===== src/rtl/fifo_rr_drain_arb.sv =====
// fifo_rr_drain_arb: round-robin burst drain of NCH FIFO read ports into a 2-entry valid/ready output buffer.
// Define ARB_BEAT_CNT_EN to add per-channel delivered-word counters on beat_cnt_o.
module fifo_rr_drain_arb #(
    parameter int unsigned NCH   = 4,
    parameter int unsigned WIDTH = 8,
    parameter int unsigned BURST = 4,
    parameter int unsigned CHW   = 2
) (
    input  logic                 clk_i,
    input  logic                 rst_i,
    input  logic [NCH-1:0]       ch_en_i,
    input  logic [NCH-1:0]       empty_i,
    input  logic [NCH*WIDTH-1:0] rdata_i,
    output logic [NCH-1:0]       rd_en_o,
    output logic [WIDTH-1:0]     out_data_o,
    output logic [CHW-1:0]       out_ch_o,
    output logic                 out_valid_o,
    input  logic                 out_ready_i,
    output logic                 busy_o
`ifdef ARB_BEAT_CNT_EN
    ,
    output logic [NCH*16-1:0]    beat_cnt_o
`endif
);
    localparam int unsigned    BW        = 4;
    localparam logic [BW-1:0]  BEAT_LAST = BW'(BURST - 1);
    localparam logic [CHW-1:0] RR_INIT   = CHW'(NCH - 1);

    typedef enum logic {ST_IDLE, ST_BURST} state_t;
    state_t state_q, state_d;

    logic [CHW-1:0]   grant_q, rr_q, pick_ch, inflight_ch_q;
    logic [BW-1:0]    beats_q;
    logic [NCH-1:0]   req;
    logic             pick_found, grant_ok, credit_ok, issue, pop, inflight_q;
    logic [WIDTH-1:0] push_data, s_data_q, out_data_d, s_data_d;
    logic [CHW-1:0]   s_ch_q, out_ch_d, s_ch_d;
    logic             s_valid_q, out_valid_d, s_valid_d;

    assign req      = ch_en_i & ~empty_i;
    assign grant_ok = ch_en_i[grant_q] & ~empty_i[grant_q];
    assign pop      = out_valid_o & out_ready_i;
    // Held words plus the outstanding read must leave room after this cycle's pop.
    assign credit_ok = (3'(out_valid_o) + 3'(s_valid_q) + 3'(inflight_q)) < (3'd2 + 3'(pop));
    assign issue     = (state_q == ST_BURST) & grant_ok & credit_ok & ~rst_i;
    assign busy_o    = (state_q == ST_BURST) | inflight_q;

    // First requesting channel after the last granted one, with wrap.
    always_comb begin
        pick_found = 1'b0;
        pick_ch    = '0;
        for (int unsigned i = 1; i <= NCH; i++) begin
            if (!pick_found && req[CHW'((32'(rr_q) + i) % NCH)]) begin
                pick_found = 1'b1;
                pick_ch    = CHW'((32'(rr_q) + i) % NCH);
            end
        end
    end

    always_ff @(posedge clk_i) begin
        if (rst_i) state_q <= ST_IDLE;
        else       state_q <= state_d;
    end

    always_comb begin
        state_d = state_q;
        case (state_q)
            ST_IDLE:  if (pick_found) state_d = ST_BURST;
            ST_BURST: begin
                if (!grant_ok)                            state_d = ST_IDLE;
                else if (issue && (beats_q == BEAT_LAST)) state_d = ST_IDLE;
            end
            default:  state_d = ST_IDLE;
        endcase
    end

    always_comb begin
        rd_en_o = '0;
        if (issue) rd_en_o[grant_q] = 1'b1;
    end

    always_ff @(posedge clk_i) begin
        if (rst_i) begin
            grant_q       <= '0;
            rr_q          <= RR_INIT;
            beats_q       <= '0;
            inflight_q    <= 1'b0;
            inflight_ch_q <= '0;
        end else begin
            inflight_q    <= issue;
            inflight_ch_q <= grant_q;
            if ((state_q == ST_IDLE) && pick_found) begin
                grant_q <= pick_ch;
                beats_q <= '0;
            end else if (issue) begin
                beats_q <= beats_q + BW'(1);
            end
            if ((state_q == ST_BURST) && (state_d == ST_IDLE)) rr_q <= grant_q;
        end
    end

    always_comb begin
        push_data = '0;
        for (int unsigned c = 0; c < NCH; c++) begin
            if (inflight_ch_q == CHW'(c)) push_data = rdata_i[c*WIDTH +: WIDTH];
        end
    end

    // Two-slot buffer: pop shifts the second slot to the head, then the arriving word fills the first free slot.
    always_comb begin
        out_data_d  = out_data_o;
        out_ch_d    = out_ch_o;
        out_valid_d = out_valid_o;
        s_data_d    = s_data_q;
        s_ch_d      = s_ch_q;
        s_valid_d   = s_valid_q;
        if (pop) begin
            out_data_d  = s_data_q;
            out_ch_d    = s_ch_q;
            out_valid_d = s_valid_q;
            s_valid_d   = 1'b0;
        end
        if (inflight_q) begin
            if (!out_valid_d) begin
                out_data_d  = push_data;
                out_ch_d    = inflight_ch_q;
                out_valid_d = 1'b1;
            end else begin
                s_data_d  = push_data;
                s_ch_d    = inflight_ch_q;
                s_valid_d = 1'b1;
            end
        end
    end

    always_ff @(posedge clk_i) begin
        if (rst_i) begin
            out_data_o  <= '0;
            out_ch_o    <= '0;
            out_valid_o <= 1'b0;
            s_data_q    <= '0;
            s_ch_q      <= '0;
            s_valid_q   <= 1'b0;
        end else begin
            out_data_o  <= out_data_d;
            out_ch_o    <= out_ch_d;
            out_valid_o <= out_valid_d;
            s_data_q    <= s_data_d;
            s_ch_q      <= s_ch_d;
            s_valid_q   <= s_valid_d;
        end
    end

`ifdef ARB_BEAT_CNT_EN
    logic [15:0] cnt_q [NCH];

    always_ff @(posedge clk_i) begin
        if (rst_i) begin
            for (int unsigned c = 0; c < NCH; c++) cnt_q[c] <= '0;
        end else if (pop && (cnt_q[out_ch_o] != 16'hFFFF)) begin
            cnt_q[out_ch_o] <= cnt_q[out_ch_o] + 16'd1;
        end
    end

    for (genvar gc = 0; gc < NCH; gc++) begin : g_cnt
        assign beat_cnt_o[gc*16 +: 16] = cnt_q[gc];
    end
`endif
endmodule

===== config.mk =====
export PLATFORM = sky130hd
export DESIGN_NAME = fifo_rr_drain_arb
export DESIGN_NICKNAME = d
export VERILOG_FILES = /design/src/rtl/fifo_rr_drain_arb.sv
export SDC_FILE = /design/constraint.sdc
export NUM_CORES = 1
export LEC_CHECK = 0
export BUFFER_PORTS_ARGS = -buffer_cell sky130_fd_sc_hd__buf_4
export CORE_ASPECT_RATIO = 0.9
export CORE_MARGIN = 2
export CORE_UTILIZATION = 40
export CTS_BUF_LIST = sky130_fd_sc_hd__clkbuf_4 sky130_fd_sc_hd__clkbuf_8 sky130_fd_sc_hd__clkbuf_16
export CTS_CLUSTER_SIZE = 10
export DETAILED_ROUTE_END_ITERATION = 8
export PLACE_DENSITY_LB_ADDON = 0.2
export SLEW_MARGIN = 20
export SYNTH_ARGS = -nofsm -noshare
export SYNTH_HDL_FRONTEND = slang
export SYNTH_SLANG_ARGS = --single-unit
export TNS_END_PERCENT = 100

===== constraint.sdc =====
create_clock -name clk_i -period 2.5 [get_ports clk_i]
set_input_delay 0.5 -clock clk_i [delete_from_list [all_inputs] [get_ports clk_i]]
set_output_delay 0.5 -clock clk_i [all_outputs]
set_load 0.02 [all_outputs]

==> run metrics <==
Die Wd=74.2 um; clock root cell=clkbuf_8; slowest CP cell=fa_1; Num CTS Buffers=5; total track usage=17.1%; Inserted Diodes=0; Final Hold Vio Count=0; DRT antenna net count=0; Ports=59; final wirelength=around 4100 um; antenna violations before repair=0; via count=about 1.6k; crit path kind=reg -> out; Worst slew margin=53.4%; register area share after synthesis=38.3%; fin worst setup slack=-30.1 ps; Initial DRC Count=77; setup slack, reg-to-reg=560 ps; total power=1180 uW; syn_nets=~240; final setup fails=1; Final GP Congestion=0.712; Worst-Skew Late Latency=280 ps; number of global-route vias before repair=about 1.5k; first-pass GRT wire length=roughly 6500 um; Post-Synthesis Cell Area=around 1800 um2; final cell utilization of the core=between 50% and 60%; PortBufs=between 50 and 60; setup TNS=-30.1 ps; post-synthesis cell count=192; Reg clk slew, reported paths=~70 ps; die area=4990 um2; post-synthesis async set-or-reset flop share=0%; Final HPWL DP=2950 um; PD cells=roughly 500 nW/um2; minimum clock period=2530 ps; fin crit share=101%; Initial Util=between 40% and 50%; worst clock skew=approximately 7.5 ps; Max FO, Critical Path=4; CP required=about 2000 ps; Netlist cell types=35; failing checks=negative setup slack; Clock power frac=about a third; CTS max path bufs=2; sw power=~290 uW; crit-path cells=fa_1 > and3b_2 > o21a_1 > nand2_2 > inv_2 > and3_4 > buf_6; Critical Path AT=2030 ps; fraction of layout instances using a drive strength above 1=36.3%; static leakage=0.00104 uW; Yosys Warn Count=0; post-route cell area=2370 um2; cts hold-fix bufs=0; leading area contributor after synthesis=dfxtp_1; H-tree levels=2; DP Area=2260 um2; clk sinks=34; count of flip-flops with a built-in enable after synthesis=0; FMAX=395 MHz; CP startpoint kind=flip-flop; element type at the critical path end=output port; die height=67.2 um; register area=686 um2; # rows=22; Synth area leaders=dfxtp_1, mux4_2, mux2i_1; Mean Syn Cell Area=9.25 um2; peak supply drop=0.238 mV; synth cell count leaders=dfxtp_1, nor2_1, nand2_1; CTS tree=built; Slew Viols, Final=0; Synth Register Bits=34; combinational share of power=16.9%; wire length per cell=13.2 um; DRC=0; worst hold margin=472 ps; RSZ-0062 raised after global routing=yes; Reg power frac=49.8%; largest net degree at the start of global routing=32; switching fraction of total power=24.9%; Pint=886 uW; core area=between 4000 and 5000 um2; Slowest Stage Delay on Critical Path=approximately 500 ps; status=finished with violations; Syn-to-layout area delta=33.6%; max_cap viols=0; DR vias/cell=5.33; cell with the most instances after synthesis=dfxtp_1; Overflow after GRT=0; multi-input logic area=1040 um2; Worst-Margin Slew=about 700 ps; Worst Hold Class=reg -> reg; Synth Flop Type=dfxtp_1; Initial DRT Pass Iterations=4; Yosys top cell area share=38.3%; fillers=408; nets=between 200 and 300
stage by stage:
step           std cells  setup slack, ps
4_1_cts              306            -21.3
6_report             308            -30.1
3_3_place_gp         299              228
5_1_grt              308            -91.3
3_5_place_dp         299              216
2_1_floorplan        192             33.7
kinds of logic (layout without fill, tap and decap cells):
| kind of cell | count (synthesis) | after routing | synth area share, % |
|---|---|---|---|
| AO/OA/AOI/OAI | 37 | 37 | 14.4 |
| multiplexers | 22 | 22 | 19.5 |
| flip-flops | 34 | 34 | 38.3 |
| AND/OR/NAND/NOR | 79 | 79 | 21.4 |
| adder cells (fa/ha/maj) | 3 | 3 | 2.40 |
| buffers and inverters | 17 | 73 | 3.95 |
power by group through the flow:
stage / registers (uW) / logic (uW) / clock network (uW)
final: 587 / 199 / 393
after global placement: 599 / 194 / 0
after detailed placement: 600 / 196 / 0
after CTS: 588 / 197 / 402
after floorplan: 590 / 117 / 0
after global routing: 590 / 217 / 432
placed cells by master, fill, tap and decap left out, types with 2 or more instances in the layout:
master	instances
a311oi_1	10
mux4_2	10
nand2_1	17
nand2b_1	4
a21oi_1	11
nor2b_1	7
nor2_1	23
inv_1	3
nor3_1	2
o21ai_0	7
nand3_1	17
mux2i_1	12
clkbuf_8	5
buf_4	61
clkbuf_4	2
nor3b_2	2
a211o_1	2
dfxtp_1	32
layout make-up:
| cell class | instances | area share, % |
|---|---|---|
| Multi-Input combinational cell | 141 | 44.0 |
| Sequential cell | 34 | 28.9 |
| Timing Repair Buffer | 62 | 19.8 |
| Clock buffer | 7 | 3.53 |
| Tap cell | 60 | 3.16 |
| Inverter | 4 | 0.633 |
metal layers:
metal	vias up	GRT usage [%]	share of wire, %
li1	810	-	-
met1	764	23.4	43
met2	65	26.5	47
met5	-	0	0
met3	4	4.48	8.4
met4	0	5.80	1.1
registers in the layout, summed over array words and instances (netlist names):
| register | flops |
|---|---|
| grant_q | 2 |
| inflight_q | 1 |
| out_valid_o | 1 |
| beats_q | 4 |
| state_q | 1 |
| out_ch_o | 2 |
| s_ch_q | 2 |
| inflight_ch_q | 2 |
| s_valid_q | 1 |
| s_data_q | 8 |
| rr_q | 2 |
| out_data_o | 8 |
final timing paths:
kind | startpoint | endpoint | cells after the start
hold reg to reg | beats_q[3] | beats_q[3] | 1
hold / removal | beats_q[3] | beats_q[3] | 1
setup reg to reg | inflight_q | rr_q[1] | 5
setup / recovery | inflight_q | rd_en_o[3] | 7
critical path: cells and delay by family, from the launching register on:
family | cells | cell delay, ps
simple gates | 3 | 520
fa+ha+maj | 1 | 490
flops | 1 | 360
compound gates | 1 | 220
buf+inv | 2 | 160
what timing repair did:
item / CTS / global route
buffers inserted: 0 / 2
hold endpoints to repair: 0 / 0
pin swaps: 1 / 3
setup endpoints to repair: 4 / 4
gates resized for setup: 3 / 4
Note: power is estimated with default switching activity, not from simulation.
